**config.mk**
```make
export PLATFORM = sky130hd
export DESIGN_NAME = tmr_recovery_ctrl
export DESIGN_NICKNAME = d
export VERILOG_FILES = /design/src/rtl/tmr_pkg.sv /design/src/rtl/ckpt_ring.sv /design/src/rtl/tmr_recovery_ctrl.sv
export SDC_FILE = /design/constraint.sdc
export NUM_CORES = 1
export LEC_CHECK = 0
export CAP_MARGIN = 10
export CORE_MARGIN = 2
export CORE_UTILIZATION = 35
export CTS_CLUSTER_SIZE = 25
export DETAILED_ROUTE_END_ITERATION = 7
export HOLD_SLACK_MARGIN = 0.1
export PLACE_DENSITY = 0.63
export RECOVER_POWER = 50
export SLEW_MARGIN = 20
export SYNTH_ARGS = -nofsm -noshare
export SYNTH_HDL_FRONTEND = slang
export SYNTH_SLANG_ARGS = --single-unit
export TNS_END_PERCENT = 1
```
**constraint.sdc**
```tcl
create_clock -name clk -period 8.5 [get_ports clk]
set_clock_uncertainty 0.15 [all_clocks]
set_input_delay 1.7 -clock clk [delete_from_list [all_inputs] [get_ports clk]]
set_output_delay 1.7 -clock clk [all_outputs]
set_load 0.1 [all_outputs]
```
**src/rtl/tmr_pkg.sv**
```systemverilog
// Shared types for the TMR recovery controller: FSM states, voter patterns,
// faulty-core codes and the voter decode helper.
package tmr_pkg;

   typedef enum logic [2:0] {
      ST_RUN,
      ST_MASK,
      ST_STALL,
      ST_RESYNC,
      ST_RELOAD,
      ST_VERIFY,
      ST_FATAL
   } state_e;

   localparam logic [2:0] AGREE = 3'b111;
   localparam logic [2:0] A_BAD = 3'b010;
   localparam logic [2:0] B_BAD = 3'b001;
   localparam logic [2:0] C_BAD = 3'b100;

   localparam logic [1:0] CORE_NONE = 2'd0;
   localparam logic [1:0] CORE_A    = 2'd1;
   localparam logic [1:0] CORE_B    = 2'd2;
   localparam logic [1:0] CORE_C    = 2'd3;

   // DEC_IDLE exists only between reset and the first captured voter sample.
   typedef enum logic [1:0] {
      DEC_IDLE,
      DEC_AGREE,
      DEC_SINGLE,
      DEC_NOMAJ
   } dec_e;

   typedef struct packed {
      dec_e       kind;
      logic [1:0] core;
   } decode_t;

   function automatic decode_t decode_voter(input logic [2:0] vs, input logic hold);
      decode_t d;
      d.kind = DEC_NOMAJ;
      d.core = CORE_NONE;
      if (!hold) begin
         case (vs)
            AGREE:   d.kind = DEC_AGREE;
            A_BAD:   begin d.kind = DEC_SINGLE; d.core = CORE_A; end
            B_BAD:   begin d.kind = DEC_SINGLE; d.core = CORE_B; end
            C_BAD:   begin d.kind = DEC_SINGLE; d.core = CORE_C; end
            default: d.kind = DEC_NOMAJ;
         endcase
      end
      return d;
   endfunction

endpackage

```
**src/rtl/ckpt_ring.sv**
```systemverilog
// Circular buffer of checkpointed PCs; reads are addressed by depth below
// the newest entry and fall back to RESET_PC past the valid entries.
module ckpt_ring #(
   parameter int          DEPTH    = 4,
   parameter logic [31:0] RESET_PC = 32'h0,
   localparam int         PTR_W    = $clog2(DEPTH),
   localparam int         CNT_W    = PTR_W + 1
) (
   input  logic             clk,
   input  logic             rst_in,
   input  logic             push,
   input  logic [31:0]      pc_in,
   input  logic [CNT_W-1:0] rd_depth,
   output logic [31:0]      rd_pc,
   output logic [CNT_W-1:0] count,
   output logic [31:0]      newest
);

   logic [31:0]      mem [DEPTH];
   logic [PTR_W-1:0] wr_ptr;
   logic [PTR_W-1:0] newest_idx;
   logic [PTR_W-1:0] rd_idx;

   // NOTE: storage has no reset; count alone says which entries are meaningful.
   always_ff @(posedge clk) begin
      if (push) mem[wr_ptr] <= pc_in;
   end

   always_ff @(posedge clk) begin
      if (rst_in) begin
         wr_ptr <= '0;
         count  <= '0;
      end else if (push) begin
         wr_ptr <= wr_ptr + 1'b1;
         if (count != CNT_W'(DEPTH)) count <= count + 1'b1;
      end
   end

   assign newest_idx = wr_ptr - 1'b1;
   assign rd_idx     = wr_ptr - 1'b1 - rd_depth[PTR_W-1:0];
   assign newest     = mem[newest_idx];
   assign rd_pc      = (rd_depth < count) ? mem[rd_idx] : RESET_PC;

endmodule

```
**src/rtl/tmr_recovery_ctrl.sv**
```systemverilog
// Recovery controller for a triple-modular-redundant core: masks transient
// single-core faults, otherwise flushes and rolls back to checkpointed PCs.
module tmr_recovery_ctrl
   import tmr_pkg::*;
#(
   parameter int          CKPT_DEPTH = 4,
   parameter int          FAULT_WIN  = 8,
   parameter int          RESYNC_CYC = 4,
   parameter int          VERIFY_WIN = 16,
   parameter logic [31:0] RESET_PC   = 32'h0
) (
   input  logic        clk,
   input  logic        rst_in,
   input  logic [2:0]  Voter_state,
   input  logic        core_hold,
   input  logic [31:0] PC_Top,
   output logic        core_stall,
   output logic        core_flush,
   output logic [31:0] PC_rollback,
   output logic        PC_rollback_valid,
   output logic [1:0]  faulty_core,
   output logic [7:0]  fault_count,
   output logic        fatal_err
);

   localparam int DEP_W   = $clog2(CKPT_DEPTH) + 1;
   localparam int WIN_A   = (FAULT_WIN > RESYNC_CYC) ? FAULT_WIN : RESYNC_CYC;
   localparam int WIN_MAX = (VERIFY_WIN > WIN_A) ? VERIFY_WIN : WIN_A;
   localparam int CNT_W   = $clog2(WIN_MAX + 1);

   decode_t          dec_q;
   logic [31:0]      pc_q;
   state_e           state_q, state_d;
   logic [CNT_W-1:0] cnt_q, cnt_d;
   logic [DEP_W-1:0] depth_q, depth_d;
   logic [1:0]       faulty_d;
   logic             bump;

   logic             ring_push;
   logic [31:0]      ring_rd_pc;
   logic [DEP_W-1:0] ring_count;
   logic [31:0]      ring_newest;

   // Voter inputs are registered once; the FSM acts on the registered sample.
   always_ff @(posedge clk) begin
      if (rst_in) begin
         dec_q <= '{kind: DEC_IDLE, core: CORE_NONE};
         pc_q  <= '0;
      end else begin
         dec_q <= decode_voter(Voter_state, core_hold);
         pc_q  <= PC_Top;
      end
   end

   assign ring_push = ((state_q == ST_RUN) || (state_q == ST_MASK)) &&
                      (dec_q.kind == DEC_AGREE) &&
                      ((ring_count == '0) || (pc_q != ring_newest));

   ckpt_ring #(
      .DEPTH    (CKPT_DEPTH),
      .RESET_PC (RESET_PC)
   ) u_ring (
      .clk      (clk),
      .rst_in   (rst_in),
      .push     (ring_push),
      .pc_in    (pc_q),
      .rd_depth (depth_q),
      .rd_pc    (ring_rd_pc),
      .count    (ring_count),
      .newest   (ring_newest)
   );

   // NOTE: every signal written here gets a default first so no latch is inferred.
   always_comb begin
      state_d  = state_q;
      cnt_d    = cnt_q;
      depth_d  = depth_q;
      faulty_d = faulty_core;
      bump     = 1'b0;
      case (state_q)
         ST_RUN: begin
            if (dec_q.kind == DEC_SINGLE) begin
               state_d  = ST_MASK;
               faulty_d = dec_q.core;
               cnt_d    = '0;
            end else if (dec_q.kind == DEC_NOMAJ) begin
               state_d = ST_STALL;
            end
         end
         ST_MASK: begin
            // cnt_q counts fault cycles after the one that entered MASK.
            if (dec_q.kind == DEC_AGREE) begin
               state_d = ST_RUN;
               bump    = 1'b1;
            end else if (dec_q.kind == DEC_SINGLE && dec_q.core == faulty_core) begin
               if (cnt_q >= CNT_W'(FAULT_WIN - 2)) begin
                  state_d = ST_RESYNC;
                  cnt_d   = '0;
                  depth_d = '0;
               end else begin
                  cnt_d = cnt_q + 1'b1;
               end
            end else if (dec_q.kind != DEC_IDLE) begin
               state_d = ST_STALL;
            end
         end
         ST_STALL: begin
            state_d = ST_RESYNC;
            cnt_d   = '0;
            depth_d = '0;
         end
         ST_RESYNC: begin
            if (cnt_q == CNT_W'(RESYNC_CYC - 1)) begin
               state_d = ST_RELOAD;
               cnt_d   = '0;
               bump    = 1'b1;
            end else begin
               cnt_d = cnt_q + 1'b1;
            end
         end
         ST_RELOAD: begin
            state_d = ST_VERIFY;
            cnt_d   = '0;
         end
         ST_VERIFY: begin
            if (dec_q.kind == DEC_AGREE) begin
               state_d  = ST_RUN;
               depth_d  = '0;
               faulty_d = CORE_NONE;
            end else if (dec_q.kind == DEC_NOMAJ || cnt_q == CNT_W'(VERIFY_WIN - 1)) begin
               depth_d = depth_q + 1'b1;
               cnt_d   = '0;
               if (depth_d >= DEP_W'(CKPT_DEPTH) || depth_d > ring_count)
                  state_d = ST_FATAL;
               else
                  state_d = ST_RESYNC;
            end else begin
               cnt_d = cnt_q + 1'b1;
            end
         end
         ST_FATAL: state_d = ST_FATAL;
         default:  state_d = ST_RUN;
      endcase
   end

   // NOTE: sequential state uses non-blocking assignments only.
   always_ff @(posedge clk) begin
      if (rst_in) begin
         state_q           <= ST_RUN;
         cnt_q             <= '0;
         depth_q           <= '0;
         core_stall        <= 1'b0;
         core_flush        <= 1'b0;
         PC_rollback       <= RESET_PC;
         PC_rollback_valid <= 1'b0;
         faulty_core       <= CORE_NONE;
         fault_count       <= '0;
         fatal_err         <= 1'b0;
      end else begin
         state_q           <= state_d;
         cnt_q             <= cnt_d;
         depth_q           <= depth_d;
         core_stall        <= (state_d == ST_STALL)  || (state_d == ST_RESYNC) ||
                              (state_d == ST_RELOAD) || (state_d == ST_FATAL);
         core_flush        <= (state_d == ST_RESYNC);
         PC_rollback_valid <= (state_d == ST_RELOAD);
         fatal_err         <= (state_d == ST_FATAL);
         faulty_core       <= faulty_d;
         if (state_d == ST_RELOAD) PC_rollback <= ring_rd_pc;
         if (bump && fault_count != 8'hFF) fault_count <= fault_count + 1'b1;
      end
   end

endmodule
```
==> out/summary.txt, run 1 <==
Area Overhead vs Synth - 21.0%
XOR/XNOR Fraction of Synth Area - 3.92%
Initial Util - 35.6%
Cell area after synthesis - 9610 um2
DRT Pass-1 Iters - 4
Max-Cap Viols - 1
# hold bufs at CTS - 0
Syn. warnings - 0
Endpoints failing hold - 0
Final Net Count - 795
Clock sinks - 226
Final hold slack - 0.325 ns
Adder-Cell Fraction of Synth Area - 2.34%
Top cells by count, synth - edfxtp_1, dfxtp_1, mux4_2
Status - finished with violations
FP Rows - 60
Synth async-reset ratio - 0%
Initial antenna violation count - 0
Die W - 170 um
First-pass GRT wire length - 32500 um
Relative slew slack - -144%
CP Launch Point - rst_in
CP required - 8.74 ns
Register bit total from synthesis - 226
Failing checks - max-capacitance violations, max-slew violations
Mux cell area share after synthesis - 15.6%
Finished Core Util - 43.1%
M1 WL - 10100 um
Post-synth top area share - 40.0%
Antenna Cells - 0
Post-Syn Nets - 709
Area contributors post-synth - edfxtp_1, dfxtp_1, mux4_2
Worst Path Arrival - 5.44 ns
Worst r2r src - u_ring.wr_ptr[1]
Avg Inst Size Synth - 14.7 um2
Pwr/cell area - 218 nW/um2
Critical path fanouts, max - 77
Crit Path Class - primary input to register
Average wire per standard cell - 18.8 um
Worst-Margin Slew - 3.65 ns
Max rail drop VDD - 0.143 mV
Share of layout cells above drive strength 1 - 15.7%
Most common cell in the netlist - edfxtp_1
Detailed Route WL - 20600 um
Worst setup endpoint - PC_rollback[22]
Ports - 84
Most used DFF post-synth - edfxtp_1
Post-synthesis compound-gate area fraction - 6.76%
Worst Hold Class - register to register
Final TNS setup - 0 ns
Synth cell types - 51
WL met2 - 9030 um
Vias in the first global route - 5677
ANT nets after route - 0
Max clock buf depth - 3
# Post-CTS Setup Buffers - 0
Max Slew Vio Count - 78
DRC Markers - 0
FF-to-FF path depth - 10
Leak - 3.93 nW
Via count - 5752
Final Setup Violations - 0
CP Launch Type - primary input
CTS tree - built
Number of buffers added on ports - 83
Met3 WL - 1070 um
Sequential share of the synthesized area - 60.4%
Gp weighted congestion - 0.812
Die footprint - 28800 um2
R2r setup slk - 3.96 ns
DR iter-0 viols - 536
Final cycle utilization of the critical path - 61.2%
Post-synth EDFFs - 128
Post-layout min period - 5.20 ns
Die height - 170 um
Post-CTS Resized - 0
RSZ-0062 raised after global routing - no
Hpwl dp - 13300 um
Main combinational cell family by area after synthesis - multiplexers
Fill cell count - 2436
Core area - 27000 um2
Root buf cell - clkbuf_16
# H-tree levels - 1
Largest net degree at the start of global routing - 78
Worst-skew pair later-pin latency - 0.52 ns
CTS buffer count - 25
Grt total ovfl - 0
Reg-to-reg endpoint - u_ring.mem[3][31]
DR vias/cell - 5.24
Crit. End Element - register
Clock Pin Slew Worst Setup and Hold Paths - 0.06 ns
Fmax - 192 MHz
Simple-Gate Fraction of Synth Area - 8.70%
Global Route Usage Sum - 14.4%
Dominant cell type by area after synthesis - edfxtp_1
Syn Inst Count - 653
Max Used Layer - met4
-- metal layers --
layer / up-vias / GRT usage [%]
li1: 2679 / -
met1: 2869 / 21.7
met2: 173 / 21.5
met3: 31 / 2.64
met4: 0 / 3.83
met5: - / 0
-- critical path: stages --
cell and delay (ns):
buf_2 0.07, clkbuf_1 2.54, nor3_4 0.65, a22o_1 0.43
-- how the worst min path moves through the flow --
stage	start	end	slack, ns	depth (start not counted)
3_5_place_dp	PC_rollback[29]	PC_rollback[29]	0.31	1
5_1_grt	PC_rollback[22]	PC_rollback[22]	0.34	1
4_1_cts	PC_rollback[5]	PC_rollback[5]	0.33	1
2_1_floorplan	cnt_q[4]	cnt_q[4]	0.31	2
6_report	PC_rollback[27]	PC_rollback[27]	0.32	1
3_3_place_gp	PC_rollback[29]	PC_rollback[29]	0.31	1
-- power by group --
part / leakage, nW / total [W] / switching (W) / internal (W)
registers: 1.98 / 0.00121 / 0.0000295 / 0.00118
clock network: 0.396 / 0.00109 / 0.000423 / 0.000667
logic: 1.55 / 0.000234 / 0.000125 / 0.000109
-- metrics by stage --
step           setup slack, ns  total power, W  std cells  instance area, um2
2_1_floorplan             4.35         0.00140        653                9610
3_3_place_gp              4.07         0.00147       1053               10800
3_5_place_dp              3.96         0.00147       1053               10800
4_1_cts                   3.92         0.00257       1097               11600
5_1_grt                   2.77         0.00263       1097               11600
6_report                  3.30         0.00254       1097               11600
-- cell type report --
type	instances	area [um2]	area share (%)
clock inverters	15	183	1.57
multi-input cells	381	3610	31.1
repair buffers	93	897	7.72
well taps	341	427	3.67
flip-flops and latches	226	5810	50.0
inverters	12	45.0	0.388
clock buffers	29	651	5.60
-- placed cells by master (no fill, tap or decap), types with 3 or more instances in the layout --
master / Yosys / final
edfxtp_1: 128 / 128
dfxtp_1: 98 / 97
clkdlybuf4s50_1: 0 / 71
mux4_2: 59 / 59
nor2_1: 44 / 44
nor2b_1: 38 / 38
xnor2_1: 34 / 33
clkbuf_16: 0 / 25
a21oi_1: 20 / 20
a22o_1: 20 / 20
ha_1: 18 / 17
o21ai_0: 15 / 15
nand2_1: 13 / 13
a22oi_1: 13 / 13
inv_1: 12 / 12
mux2i_1: 11 / 11
nand3_1: 11 / 11
dlygate4sd3_1: 0 / 11
xor2_1: 9 / 9
nand4_1: 9 / 9
buf_4: 0 / 9
nor3_1: 8 / 8
and3_1: 5 / 5
or3_1: 5 / 5
a21o_1: 5 / 5
a211oi_1: 4 / 4
clkbuf_1: 27 / 4
bufinv_16: 0 / 4
nand2b_1: 3 / 3
a31oi_1: 4 / 3
nand3b_1: 3 / 3
clkinvlp_4: 0 / 3
clkinv_2: 0 / 3
clkinv_1: 0 / 3
-- cell families after synthesis --
group                    Yosys count
AO/OA/AOI/OAI                     94
XOR/XNOR                          43
adder cells (fa/ha/maj)           18
buffers and inverters             46
flip-flops                       226
multiplexers                      73
AND/OR/NAND/NOR                  153
-- registers in the layout, summed over array words and instances, names as in the netlist --
name and flops:
u_ring.mem 128, PC_rollback_valid 1, fatal_err 1, dec_q 4, faulty_core 2, u_ring.count 3
cnt_q 5, u_ring.wr_ptr 2, fault_count 8, core_stall 1, depth_q 3, core_flush 1
state_q 3, pc_q 32, PC_rollback 32
(Power assumes the default switching activity.)
==> inputs of run 2 (changes only) <==
--- a/config.mk
+++ b/config.mk
@@ -11,7 +11,7 @@
 export CTS_CLUSTER_SIZE = 25
 export DETAILED_ROUTE_END_ITERATION = 7
 export HOLD_SLACK_MARGIN = 0.1
-export PLACE_DENSITY = 0.63
+export PLACE_DENSITY = 0.65
 export RECOVER_POWER = 50
 export SLEW_MARGIN = 20
 export SYNTH_ARGS = -nofsm -noshare
==> constraint.sdc (replaced) <==
create_clock -name clk -period 4.5 [get_ports clk]
set_clock_uncertainty 0.15 [all_clocks]
set_input_delay 0.9 -clock clk [delete_from_list [all_inputs] [get_ports clk]]
set_output_delay 0.9 -clock clk [all_outputs]
set_load 0.1 [all_outputs]
==> run 2 against run 1 <==
Against the previous run:
- cell area rose by 0.67%
- sequential share of layout area fell by 0.33 points
- non-clock buffer count grew 9
- the flow still finishes with violations (max-capacitance violations, max-slew violations)
- hold slack gained 0.0052 ns
- largest power group unchanged
- critical endpoint is now u_ring.mem[0][13]
==> out/summary.txt, run 2 (synthesis gave the netlist of run 1 again) <==
Status - finished with violations
Failing checks - max-capacitance violations, max-slew violations
Post-layout min period - 4.05 ns
Worst r2r src - u_ring.wr_ptr[1]
Final TNS setup - 0 ns (unchanged)
Initial antenna violation count - 0 (unchanged)
Worst Hold Class - register to register
Top Registers - u_ring.mem: 128 flops, PC_rollback: 32 flops, pc_q: 32 flops
# H-tree levels - 1 (unchanged)
First-pass GRT wire length - 33200 um (+2.2%)
Number of buffers added on ports - 83 (unchanged)
Initial Util - 35.6% (unchanged)
DR iter-0 viols - 391 (-27%)
Clock Pin Slew Worst Setup and Hold Paths - 0.06 ns (about the same)
Worst Path Arrival - 4.16 ns (-1.28 ns)
Leak - 3.96 nW (+0.98%)
Top reg by flops - u_ring.mem
Vias in the first global route - 5777 (+1.8%)
Worst setup endpoint - u_ring.mem[0][13]
CP Launch Point - u_ring.wr_ptr[1]
# hold bufs at CTS - 0 (unchanged)
Post-CTS Resized - 0 (unchanged)
# Post-CTS Setup Buffers - 0 (unchanged)
Relative slew slack - -4.57% (+140 points)
CP Launch Type - register
Die footprint - 28800 um2 (unchanged)
Endpoints failing hold - 0 (unchanged)
Die height - 170 um (unchanged)
DRC Markers - 0 (unchanged)
Crit. End Element - register
Fmax - 247 MHz
Antenna Cells - 0 (unchanged)
Gp weighted congestion - 0.814 (+0.25%)
ANT nets after route - 0 (unchanged)
Final Net Count - 803 (+1.0%)
Most common cell after layout, fill and taps aside - edfxtp_1
Grt total ovfl - 0 (unchanged)
Max-Cap Viols - 1 (unchanged)
Global Route Usage Sum - 14.7% (+0.25 points)
DR vias/cell - 5.27 (+0.48%)
Detailed Route WL - 21100 um (+2.4%)
Root buf cell - clkbuf_16
Register Area - 5810 um2 (unchanged)
Finished Core Util - 43.4% (+0.29 points)
Ports - 84 (unchanged)
Hpwl dp - 14100 um (+5.6%)
Worst-Margin Slew - 1.57 ns (-2.08 ns)
Max rail drop VDD - 0.289 mV (+100%)
Most frequent cells in the layout - edfxtp_1, dfxtp_1, clkdlybuf4s50_1
Pwr/cell area - 409 nW/um2 (+87%)
Area Overhead vs Synth - 21.8%
Core area - 27000 um2 (unchanged)
R2r setup slk - 0.45 ns (-3.51 ns)
FP Rows - 60 (unchanged)
Die W - 170 um (unchanged)
Critical path fanouts, max - 19 (-75%)
Max reg flops - 128 (unchanged)
FF-to-FF path depth - 10 (unchanged)
Reg-to-reg endpoint - u_ring.mem[0][13]
Worst-skew pair later-pin latency - 0.53 ns (about the same)
Final cycle utilization of the critical path - 89.9%
Share of layout cells above drive strength 1 - 16.1% (+0.34 points)
Final Setup Violations - 0 (unchanged)
Max Slew Vio Count - 33 (-58%)
Average wire per standard cell - 19.0 um (+1.6%)
DRT Pass-1 Iters - 4 (unchanged)
Max clock buf depth - 3 (unchanged)
Clock sinks - 226 (unchanged)
Via count - 5827 (+1.3%)
CTS tree - built
CTS buffer count - 24 (-4.0%)
RSZ-0062 raised after global routing - no
Tot Pwr - 0.00479 W (+89%)
CP required - 4.61 ns (-4.13 ns)
Fill cell count - 2371 (-2.7%)
Largest net degree at the start of global routing - 47 (-40%)
Combined area of the multi-input logic cells - 3600 um2 (-0.31%)
Crit Path Class - register to register
-- run 2: stage by stage --
step                area, um2  setup WS, ns  hold WS (ns)  cells
floorplan                9610         0.353         0.308    653
global placement        10900         0.595         0.318   1062
detailed placement      10900         0.503         0.312   1062
CTS                     11700         0.453         0.327   1106
global route            11700         0.170         0.348   1106
finish                  11700         0.454         0.330   1106
-- run 2: worst min path at each step --
stage | startpoint | endpoint | slack, ns | depth (start not counted)
detailed placement | PC_rollback[29] | PC_rollback[29] | 0.31 | 1
floorplan | cnt_q[4] | cnt_q[4] | 0.31 | 2
global route | PC_rollback[29] | PC_rollback[29] | 0.35 | 1
global placement | PC_rollback[22] | PC_rollback[22] | 0.32 | 1
CTS | PC_rollback[29] | PC_rollback[29] | 0.33 | 1
finish | PC_rollback[29] | PC_rollback[29] | 0.33 | 1
-- run 2: final cells by class --
type	count	share of cell area, %
clock buffer	33	5.86
clock inverter	11	1.29
inverter	12	0.385
multi-input combinational	381	30.8
sequential	226	49.6
tap	341	3.65
timing repair buffer	102	8.40
-- run 2: power by group --
part           switching, W  total [W]  leakage, nW  internal [W]
clock network      0.000805    0.00205        0.410       0.00124
logic              0.000233   0.000445         1.58      0.000211
registers         0.0000560    0.00229         1.98       0.00224
-- run 2: critical path, cell delays in order (launching register included) --
cell,delay (ns)
dfxtp_1,0.36
inv_1,0.08
ha_1,0.80
buf_4,0.34
mux4_2,0.34
xnor2_1,0.18
nand4_1,0.17
nor4_2,0.37
nand4b_2,0.19
and3_1,0.48
buf_12,0.29
-- run 2: routing by layer --
| layer | wire (um) | vias up | GRT usage (%) |
|---|---|---|---|
| li1 | - | 2697 | - |
| met1 | 10000 | 2937 | 21.4 |
| met2 | 9520 | 170 | 22.9 |
| met3 | 1230 | 23 | 2.71 |
| met4 | 295 | 0 | 3.16 |
| met5 | 0 | - | 0 |
==> inputs of run 3 (changes only) <==
--- a/config.mk
+++ b/config.mk
@@ -7,11 +7,11 @@
 export LEC_CHECK = 0
 export CAP_MARGIN = 10
 export CORE_MARGIN = 2
-export CORE_UTILIZATION = 35
+export CORE_UTILIZATION = 45
 export CTS_CLUSTER_SIZE = 25
 export DETAILED_ROUTE_END_ITERATION = 7
 export HOLD_SLACK_MARGIN = 0.1
-export PLACE_DENSITY = 0.65
+export PLACE_DENSITY = 0.77
 export RECOVER_POWER = 50
 export SLEW_MARGIN = 20
 export SYNTH_ARGS = -nofsm -noshare
==> run 3 against run 2 <==
Against the previous run:
- the run still ends with max-capacitance violations, max-slew violations left
- critical path depth did not move
- routed wire length decreased by 3.4%
- highest routed layer unchanged
- non-clock buffer count shrank 4
==> out/summary.txt, run 3 (synthesis gave the netlist of run 1 again) <==
Seq pwr share - 48.6% (+0.7 points)
Most common cell after layout, fill and taps aside - edfxtp_1
First-pass GRT wire length - 31700 um (-4.4%)
RSZ-0062 raised after global routing - no
# Post-CTS Setup Buffers - 0 (unchanged)
Tot Pwr - 0.00472 W (-1.4%)
Most frequent cells in the layout - edfxtp_1, dfxtp_1, clkdlybuf4s50_1
Share of layout cells above drive strength 1 - 15.3% (-0.80 points)
DRT Pass-1 Iters - 5 (+1)
FP Rows - 53 (-12%)
Final Setup Violations - 0 (unchanged)
Pwr/cell area - 408 nW/um2 (-0.30%)
Worst Path Arrival - 3.99 ns (-0.17 ns)
Final TNS setup - 0 ns (unchanged)
CP Launch Type - register
Top reg by flops - u_ring.mem
# hold bufs at CTS - 0 (unchanged)
Detailed Route WL - 20300 um (-3.4%)
Status - finished with violations
Fmax - 258 MHz (+4.4%)
Clock sinks - 226 (unchanged)
Hpwl dp - 13200 um (-6.1%)
Max reg flops - 128 (unchanged)
DRC Markers - 0 (unchanged)
DR iter-0 viols - 478 (+22%)
CTS buffer count - 23 (-4.2%)
Worst-Margin Slew - 1.95 ns (+0.378 ns)
Leak - 3.90 nW (-1.6%)
Die footprint - 22500 um2 (-22%)
Antenna Cells - 0 (unchanged)
Endpoints failing hold - 0 (unchanged)
Worst Hold Class - register to register
Max-Cap Viols - 2 (+1)
Average wire per standard cell - 19.7 um (+3.3%)
Final setup margin - 0.625 ns (+0.171 ns)
Area Overhead vs Synth - 20.4%
Via count - 5884 (+0.98%)
Finished Core Util - 55.0% (+12 points)
Initial antenna violation count - 0 (unchanged)
Gp weighted congestion - 0.821 (+0.81%)
Clock power share - 41.9% (-0.9 points)
Top Registers - u_ring.mem: 128 flops, PC_rollback: 32 flops, pc_q: 32 flops
Comb pwr share - 9.5% (+0.2 points)
Core area - 21000 um2 (-22%)
Number of buffers added on ports - 83 (unchanged)
Crit. End Element - register
CP required - 4.62 ns (about the same)
Crit path cell chain - inv_1 > ha_1 > buf_4 > mux4_2 > xnor2_1 > nand4_1 > nor4_2 > nand4b_2 > and3_1 > buf_12
Max Slew Vio Count - 80 (+140%)
Relative slew slack - -29.8% (-25 points)
Net Sw Power - 0.00107 W (-2.3%)
Die W - 150 um (-12%)
Vias in the first global route - 5703 (-1.3%)
Initial Util - 45.7% (+10 points)
# H-tree levels - 1 (unchanged)
Pint - 0.00365 W (-1.1%)
ANT nets after route - 0 (unchanged)
Post-layout min period - 3.88 ns (-0.171 ns)
Crit-path max cell delay - 0.61 ns (-0.19 ns)
Largest net degree at the start of global routing - 44 (-6.4%)
Ports - 84 (unchanged)
Delay-heaviest family, CP - simple AND/OR/NAND/NOR gates
Max rail drop VDD - 0.246 mV (-15%)
Clock Pin Slew Worst Setup and Hold Paths - 0.06 ns (about the same)
Max clock buf depth - 3 (unchanged)
Critical Path Slowest Stage Cell - and3_1
Root buf cell - clkbuf_16
Placement Setup Slack - 0.663 ns (+0.160 ns)
Die height - 150 um (-12%)
DR vias/cell - 5.69 (+8.0%)
CTS tree - built
Worst-skew pair later-pin latency - 0.53 ns (about the same)
Worst path buffer plus inverter count - 3 (unchanged)
Final Net Count - 798 (-0.62%)
Critical path fanouts, max - 21 (+2)
Crit Path Class - register to register
Grt total ovfl - 0 (unchanged)
Final cycle utilization of the critical path - 86.1% (-3.8 points)
Global Route Usage Sum - 18.2% (+3.5 points)
Switching share of power - 22.7% (-0.21 points)
Post-CTS Resized - 0 (unchanged)
Failing checks - max-capacitance violations, max-slew violations
==> run 3: path summary, 6_finish.rpt <==
path                         start                end  slack, ns  cells after the start
setup / recovery  u_ring.wr_ptr[1]  u_ring.mem[0][15]       0.62                     10
hold / removal     PC_rollback[26]    PC_rollback[26]       0.33                      1
hold reg to reg    PC_rollback[26]    PC_rollback[26]       0.33                      1
setup reg to reg  u_ring.wr_ptr[1]  u_ring.mem[0][15]       0.62                     10
==> run 3: power groups by stage <==
stage                     Clock (W)  Combinational, W  Sequential, W
after floorplan                   0          0.000309        0.00233
after global placement            0          0.000442        0.00233
after detailed placement          0          0.000446        0.00234
after CTS                   0.00202          0.000450        0.00229
after global routing        0.00209          0.000481        0.00230
final                       0.00198          0.000447        0.00229
==> run 3: metrics by stage <==
step,cells,hold WS [ns],instance area [um2]
2_1_floorplan,653,0.308,9610
3_3_place_gp,992,0.311,10800
3_5_place_dp,992,0.310,10800
4_1_cts,1034,0.327,11600
5_1_grt,1034,0.351,11600
6_report,1034,0.326,11600
==> run 3: cell type report <==
type                    count  area (um2)
fillers                  1640        9450
flip-flops and latches    226        5810
multi-input cells         381        3600
repair buffers             98         985
clock buffers              31         616
well taps                 275         344
clock inverters            11         174
inverters                  12        45.0
==> run 3: metal layers <==
layer  track usage, %  share of wire (%)  vias to the layer above
li1                 -                  -                     2689
met1             26.4                 45                     2953
met2             29.2                 48                      222
met3             2.42                6.2                       20
met4             4.58                1.5                        0
met5                0                  0                        -
